## config.mk

```make
export PLATFORM = sky130hd
export DESIGN_NAME = ahb_native_mem_slave
export DESIGN_NICKNAME = d
export VERILOG_FILES = /design/src/rtl/ahb_native_mem_slave.sv
export SDC_FILE = /design/constraint.sdc
export NUM_CORES = 1
export LEC_CHECK = 0
export CAP_MARGIN = 20
export CORE_MARGIN = 2
export CORE_UTILIZATION = 40
export DETAILED_ROUTE_END_ITERATION = 16
export HOLD_SLACK_MARGIN = 0.02
export PLACE_DENSITY = 0.75
export SKIP_CTS_REPAIR_TIMING = 1
export SYNTH_ARGS = -nofsm -noshare
export SYNTH_HDL_FRONTEND = slang
export SYNTH_SLANG_ARGS = --single-unit
```

## constraint.sdc

```tcl
create_clock -name clk -period 2.1 [get_ports clk]
set_input_delay 0.42 -clock clk [delete_from_list [all_inputs] [get_ports clk]]
set_output_delay 0.42 -clock clk [all_outputs]
set_load 0.03 [all_outputs]
```

## src/rtl/ahb_native_mem_slave.sv

```systemverilog
// AHB slave that forwards single transfers onto a PicoRV32-style native
// memory port. One transfer in flight at a time; wait states are inserted
// until the native target raises mem_ready. Unsupported sizes/alignments are
// answered with a two-cycle AHB ERROR and never reach the native port.
module ahb_native_mem_slave #(
  parameter bit BIG_ENDIAN_AHB = 1'b1
) (
  input  logic        clk,
  input  logic        resetn,
  input  logic        hsel,
  input  logic [31:0] haddr,
  input  logic [1:0]  htrans,
  input  logic        hwrite,
  input  logic [2:0]  hsize,
  input  logic [3:0]  hprot,
  input  logic        hready,
  input  logic [31:0] hwdata,
  output logic        hreadyout,
  output logic [1:0]  hresp,
  output logic [31:0] hrdata,
  output logic        mem_valid,
  output logic        mem_instr,
  output logic [31:0] mem_addr,
  output logic [31:0] mem_wdata,
  output logic [3:0]  mem_wstrb,
  input  logic        mem_ready,
  input  logic [31:0] mem_rdata
);

  typedef enum logic [2:0] {
    S_IDLE,
    S_DPH,
    S_MEM,
    S_ERR1,
    S_ERR2
  } state_t;

  localparam logic [1:0] RESP_OKAY  = 2'b00;
  localparam logic [1:0] RESP_ERROR = 2'b01;

  // AHB big-endian byte lanes <-> native little-endian lanes.
  function automatic logic [31:0] lane_conv(input logic [31:0] d);
    if (BIG_ENDIAN_AHB) return {d[7:0], d[15:8], d[23:16], d[31:24]};
    else                return d;
  endfunction

  state_t      state, state_d;

  // Address-phase fields captured on accept.
  logic [31:0] cap_addr, cap_addr_d;
  logic        cap_write, cap_write_d;
  logic [1:0]  cap_size, cap_size_d;
  logic        cap_data, cap_data_d;

  logic        hreadyout_d;
  logic [1:0]  hresp_d;
  logic [31:0] hrdata_d;
  logic        mem_valid_d;
  logic        mem_instr_d;
  logic [31:0] mem_addr_d;
  logic [31:0] mem_wdata_d;
  logic [3:0]  mem_wstrb_d;

  logic        accept;
  logic        bad_access;
  logic [3:0]  strb;

  // Only NONSEQ/SEQ matter (htrans[1]); only the data/opcode bit of hprot is used.
  logic        unused;
  assign unused = ^{htrans[0], hprot[3:1]};

  assign accept     = (state == S_IDLE) && hsel && hready && htrans[1];
  assign bad_access = (hsize > 3'd2)
                   || ((hsize == 3'd1) && haddr[0])
                   || ((hsize == 3'd2) && (haddr[1:0] != 2'b00));

  // Native byte strobes from the captured size and low address bits.
  always_comb begin
    strb = 4'b0000;
    if (cap_write) begin
      unique case (cap_size)
        2'd0:    strb = 4'b0001 << cap_addr[1:0];
        2'd1:    strb = 4'b0011 << cap_addr[1:0];
        default: strb = 4'b1111;
      endcase
    end
  end

  // Next-state and next-output logic for every registered signal.
  always_comb begin
    // NOTE: every *_d gets its hold value before the case, so no branch can leave one unassigned and infer a latch.
    state_d     = state;
    cap_addr_d  = cap_addr;
    cap_write_d = cap_write;
    cap_size_d  = cap_size;
    cap_data_d  = cap_data;
    hreadyout_d = hreadyout;
    hresp_d     = hresp;
    hrdata_d    = hrdata;
    mem_valid_d = mem_valid;
    mem_instr_d = mem_instr;
    mem_addr_d  = mem_addr;
    mem_wdata_d = mem_wdata;
    mem_wstrb_d = mem_wstrb;

    unique case (state)
      S_IDLE: begin
        if (accept) begin
          cap_addr_d  = haddr;
          cap_write_d = hwrite;
          cap_size_d  = hsize[1:0];
          cap_data_d  = hprot[0];
          hreadyout_d = 1'b0;
          if (bad_access) begin
            hresp_d = RESP_ERROR;
            state_d = S_ERR1;
          end else begin
            state_d = S_DPH;
          end
        end
      end
      S_DPH: begin
        // hwdata is valid now, one cycle after the address phase.
        if (cap_write) mem_wdata_d = lane_conv(hwdata);
        mem_addr_d  = {cap_addr[31:2], 2'b00};
        mem_wstrb_d = strb;
        mem_instr_d = ~cap_data;
        mem_valid_d = 1'b1;
        state_d     = S_MEM;
      end
      S_MEM: begin
        if (mem_ready) begin
          mem_valid_d = 1'b0;
          hreadyout_d = 1'b1;
          if (!cap_write) hrdata_d = lane_conv(mem_rdata);
          state_d = S_IDLE;
        end
      end
      S_ERR1: begin
        hreadyout_d = 1'b1;
        state_d     = S_ERR2;
      end
      S_ERR2: begin
        hresp_d = RESP_OKAY;
        state_d = S_IDLE;
      end
      default: state_d = S_IDLE;
    endcase
  end

  // State and output registers; reset aborts any transfer in progress.
  always_ff @(posedge clk or negedge resetn) begin
    if (!resetn) begin
      state     <= S_IDLE;
      cap_addr  <= '0;
      cap_write <= 1'b0;
      cap_size  <= '0;
      cap_data  <= 1'b0;
      hreadyout <= 1'b1;
      hresp     <= RESP_OKAY;
      hrdata    <= '0;
      mem_valid <= 1'b0;
      mem_instr <= 1'b0;
      mem_addr  <= '0;
      mem_wdata <= '0;
      mem_wstrb <= '0;
    end else begin
      // NOTE: non-blocking assignments so every register samples pre-edge values regardless of statement order.
      state     <= state_d;
      cap_addr  <= cap_addr_d;
      cap_write <= cap_write_d;
      cap_size  <= cap_size_d;
      cap_data  <= cap_data_d;
      hreadyout <= hreadyout_d;
      hresp     <= hresp_d;
      hrdata    <= hrdata_d;
      mem_valid <= mem_valid_d;
      mem_instr <= mem_instr_d;
      mem_addr  <= mem_addr_d;
      mem_wdata <= mem_wdata_d;
      mem_wstrb <= mem_wstrb_d;
    end
  end

endmodule

```

* Word-level counts from Yosys, hierarchy flattened
Index checks and enable logic that the tools add are counted.
** Storage, ports and cells
- Register bits after elaboration :: 142
** Operators by class
- $lt $le $gt $ge :: 1
- Equality and inequality tests :: 10
- Shift-type cells :: 2
- Multiplexer cells :: 14
- Bitwise gates (word level) :: 2
- Reduce and logical (&&, ||, !) cells :: 20
** Operators with widths (count)
- 3-bit case mux with 4 select lines :: 1
- 3-bit by 2-bit equality test with 1-bit output (second input constant) :: 3
- 3-bit AND reduction :: 3
- 4-bit case mux with 2 select lines :: 1
- 2-bit AND reduction :: 4
- 3-bit by 1-bit equality test with 1-bit output (second input constant) :: 2
- 2-bit 2-to-1 mux :: 3
- 3-bit 2-to-1 mux :: 2
- 2-bit != test (second input constant) :: 3
- 2-bit nonzero test :: 3
- 1-bit logical AND :: 5
- 4-bit 2-to-1 mux :: 1
- 2-bit case mux with 2 select lines :: 1
- 1-bit by 2-bit left shift with 4-bit output (first input constant) :: 1
- 2-bit by 2-bit left shift with 4-bit output (first input constant) :: 1
- 3-bit equality test (second input constant) :: 1
- 3-bit by 2-bit greater-than comparator with 1-bit output (second input constant) :: 1
- 3-bit logical NOT :: 1
- 1-bit 2-to-1 mux :: 3
- 1-bit case mux with 3 select lines :: 1
- 3-bit nonzero test :: 1
- 2-bit by 1-bit equality test with 1-bit output (second input constant) :: 1
- 2-bit logical NOT :: 1
- 1-bit logical OR :: 2
- other kinds (2) :: 3

* Logic depth before layout (Yosys ltp)
- Word-level depth :: 7
- Depth in mapped cells :: 6
- Depth with buffers taken out :: 3

* Least setup slack after synthesis
Ideal clock, no wire load.
- Path type :: reg-to-reg
- Start :: register state[1]
- End :: register cap_addr[13]
- Setup time :: 0.125 ns
- Arrival :: 1.596 ns
- Data required time :: 1.975 ns
- Setup slack :: 0.379 ns
- Stages on the path, launching flop included :: 6
- Path buffers :: 3
- Period minus slack after synthesis :: 1.721 ns
- Cell sequence :: dfrtp_1 -> buf_6 -> or4_4 -> buf_6 -> buf_6 -> mux2_4
** Between the ends
- Cells in the longest elaborated chain, start to end :: 5
** RTL lines
- from (decl) :: RTL line 47 : state_t state, state_d;
- from (signal assigned) :: RTL line 169 : state <= state_d;
- 3-bit logical NOT * :: RTL line 72, 106
- 1-bit logical AND (3 in a row) :: RTL line 72 : assign accept = (state == S_IDLE) && hsel && hready && htrans[1];
- 2-bit AND reduction (no line) *
- to (signal assigned) :: RTL line 170 : cap_addr <= cap_addr_d;
- to (decl) :: RTL line 50 : logic [31:0] cap_addr, cap_addr_d;
Every way passes the cells marked *; elsewhere a longest branch is shown, timed or not.
A chain may end at the register's enable or synchronous reset.

* Final worst setup path
- Start :: register mem_valid
- End :: output port mem_valid
** RTL lines
- from (decl) :: RTL line 21 : output logic mem_valid,
- from (signal assigned) :: RTL line 177 : mem_valid <= mem_valid_d;
No word-level cell between the ends.

==> impl_metrics.toml <==
[placement]
gp_congestion = 0.7635
pre_cts_ws_ns = -0.04823
placed_area_um2 = 7767
io_buffers = 208
post-dp-hpwl_um = 8942

[cells_and_area]
area_growth_pct = 53.22
diodes = 0
nNetsFinal = 719
drive_above_1_share_pct = 22.87
num-fill-cells = 1022
final_cell_area_um2 = 8376
final_util_pct = 63.00

[synthesis]
synth_compound_area_share_pct = 2.770
syn_area_per_cell_um2 = 13.95
synth_edf_count = 0
synth-simple-area-share_pct = 7.874
synthAdderAreaFrac_pct = 0
yosysWarnings = 0
synthTopCellsByArea = "dfrtp_1, mux2_2, nand2_1"
synth_cells = 392
syn_area_um2 = 5466
synth_flop_cell = "dfrtp_1"
synthMostInstantiatedCell = "dfrtp_1"
synth_top_cell_by_area = "dfrtp_1"
synth_top_family_by_area = "multiplexers"
synth_mux_area_share_pct = 21.84
ys_seq_elements = 141
synth_top_area_share_pct = 64.09
synth.distinct_cells = 32
synth_common_cells = "dfrtp_1, nand2_1, mux2_2, mux2_4, clkbuf_1"
yosysSeqAreaShare_pct = 64.57
synthXorXnorAreaFrac_pct = 0
async_flop_share_pct = 100.0

[floorplanning]
core_area_um2 = 13300
dieArea_um2 = 14620
die_h_um = 120.9
std_cell_rows = 42
start_util_pct = 41.12
io-pin-count = 216
die_w_um = 120.9

[clock_network]
cts_buffers = 17
cts_tree = "yes"
h-tree-depth = 4
clk_pin_slew_ns = 0.06
clk_path_buf_depth = 2
clock_sinks = 141
cts_root_buf = "clkbuf_16"
worstSkewPairLatency_ns = 0.41

[sta]
clock-skew-final_ns = 0.004843
fin_crit_sh_pct = 90.98
setup_viol = 0
max_freq_mhz = 523.4
period_minus_slack_ns = 1.911
fin_ws_ns = 0.1894
hold_viol_final = 0
maxSlewViolCount = 0
rsz0062_at_grt = "no"
holdWs_ns = 0.4677
max-slew-margin-rel_pct = 66.83
tightest_slew_ns = 0.4911

[global_route]
grt_max_degree = 51
grt_pass1_vias = 3965
grtUsageTotal_pct = 18.09
grt_pass1_wl_um = 20270
antenna_found_initial = 0
grt-ovfl-total = 0

[routing]
wire_per_inst_um = 15.81
vias = 3746
drc_errors = 0
viasPerCell = 4.700
antenna_left = 0
finalWirelength_um = 12600
firstDrtPassIters = 4
drt_iter0_drc = 218

[power]
power_density_nw_per_um2 = 1553
ir_drop_mv = 0.8456
power_leakage_nw = 3.794

[critical_path]
cp-start-kind = "flop"
cp_slowest_cell = "clkdlybuf4s50_1"
crit_type = "flop to primary output"
crit_path_max_incr_delay_ns = 0.72
path_cells = "clkdlybuf4s50_1"
cp_top_family = "buffers and inverters"
worstPathRequired_ns = 1.68
path_max_fanout = 3
path_buf_inv = 1
cp.arrival_ns = 1.49
end_kind = "primary output"

[outcome]
status = "finished clean"

[flow_run]
maxCapViolCount = 0

[worst_hold_path]
min_path_type = "flop to flop"
path summary, 6_finish.rpt:
kind / from / to / slack (ns) / depth (start not counted)
max: mem_valid / mem_valid / 0.19 / 1
min: cap_addr[8] / mem_addr[8] / 0.47 / 2
max reg2reg: state[1] / cap_addr[29] / 0.34 / 3
min reg2reg: cap_addr[8] / mem_addr[8] / 0.47 / 2
max in group asynchronous: resetn / hreadyout / 0.97 / 3
min in group asynchronous: resetn / mem_addr[21] / 0.50 / 2
through the flow:
stage          power, mW  instances   TNS, ns
2_1_floorplan      7.543        394         0
3_3_place_gp       9.938        764  -0.01171
3_5_place_dp       10.09        764   -0.8727
4_1_cts            13.16        796         0
5_1_grt            13.65        797         0
6_report           13.00        797         0
cell families (layout without fill, tap and decap cells):
family,after synthesis,count (layout)
AO/OA/AOI/OAI,20,20
buffers and inverters,26,253
flip-flops,141,141
multiplexers,100,100
other,1,3
AND/OR/NAND/NOR,104,104
power breakdown:
part           switching, mW  total (mW)  internal [mW]
sequential             0.631        4.51           3.88
clock                   1.05        3.01           1.96
combinational           2.89        5.49           2.59
registers in the layout, indices dropped and copies added (netlist names), 2 cells and up:
signal     count
cap_size       2
mem_wstrb      4
mem_wdata     32
cap_addr      32
state          3
hrdata        32
mem_addr      30
layout by cell type (no fill, tap or decap):
| master | instances |
|---|---|
| mux2_2 | 82 |
| o21ai_0 | 3 |
| nand2_1 | 91 |
| o22a_1 | 1 |
| and2_1 | 1 |
| clkbuf_1 | 5 |
| o31a_1 | 1 |
| nand4b_1 | 1 |
| a211o_1 | 2 |
| nor2_1 | 4 |
| nand3_1 | 1 |
| a21oi_1 | 2 |
| buf_6 | 1 |
| nor3b_4 | 1 |
| o41ai_1 | 2 |
| a22o_1 | 4 |
| nand2b_1 | 1 |
| and3b_1 | 1 |
| inv_1 | 3 |
| dfrtp_1 | 140 |
| clkbuf_8 | 3 |
| or3b_2 | 1 |
| buf_12 | 5 |
| dlymetal6s2s_1 | 1 |
| and3_1 | 1 |
| or4_4 | 1 |
| o21bai_1 | 2 |
| clkinv_2 | 4 |
| clkbuf_16 | 17 |
| a31oi_1 | 1 |
| dlygate4sd3_1 | 1 |
| buf_4 | 4 |
| clkdlybuf4s50_1 | 206 |
| a21bo_2 | 1 |
| bufinv_16 | 3 |
| mux2_4 | 18 |
| dfstp_2 | 1 |
| o31ai_1 | 1 |
| conb_1 | 3 |
metal layers:
layer  vias up  GRT usage (%)  routed length [µm]
met5         -              0                   0
met4         0          8.285                 279
met3        22          5.827                 976
met2       144          30.20                6315
met1      1839          21.22                5031
li1       1741              -                   -
final cells by class:
class | count | area (µm²) | area share [%]
multi-input combinational | 227 | 1793 | 21.41
sequential | 141 | 3530 | 42.14
inverter | 3 | 11.26 | 0.1344
clock inverter | 7 | 110.1 | 1.315
tap | 176 | 220.2 | 2.629
clock buffer | 25 | 485.5 | 5.796
timing repair buffer | 218 | 2226 | 26.58
Note: power is estimated with default switching activity, not from simulation.
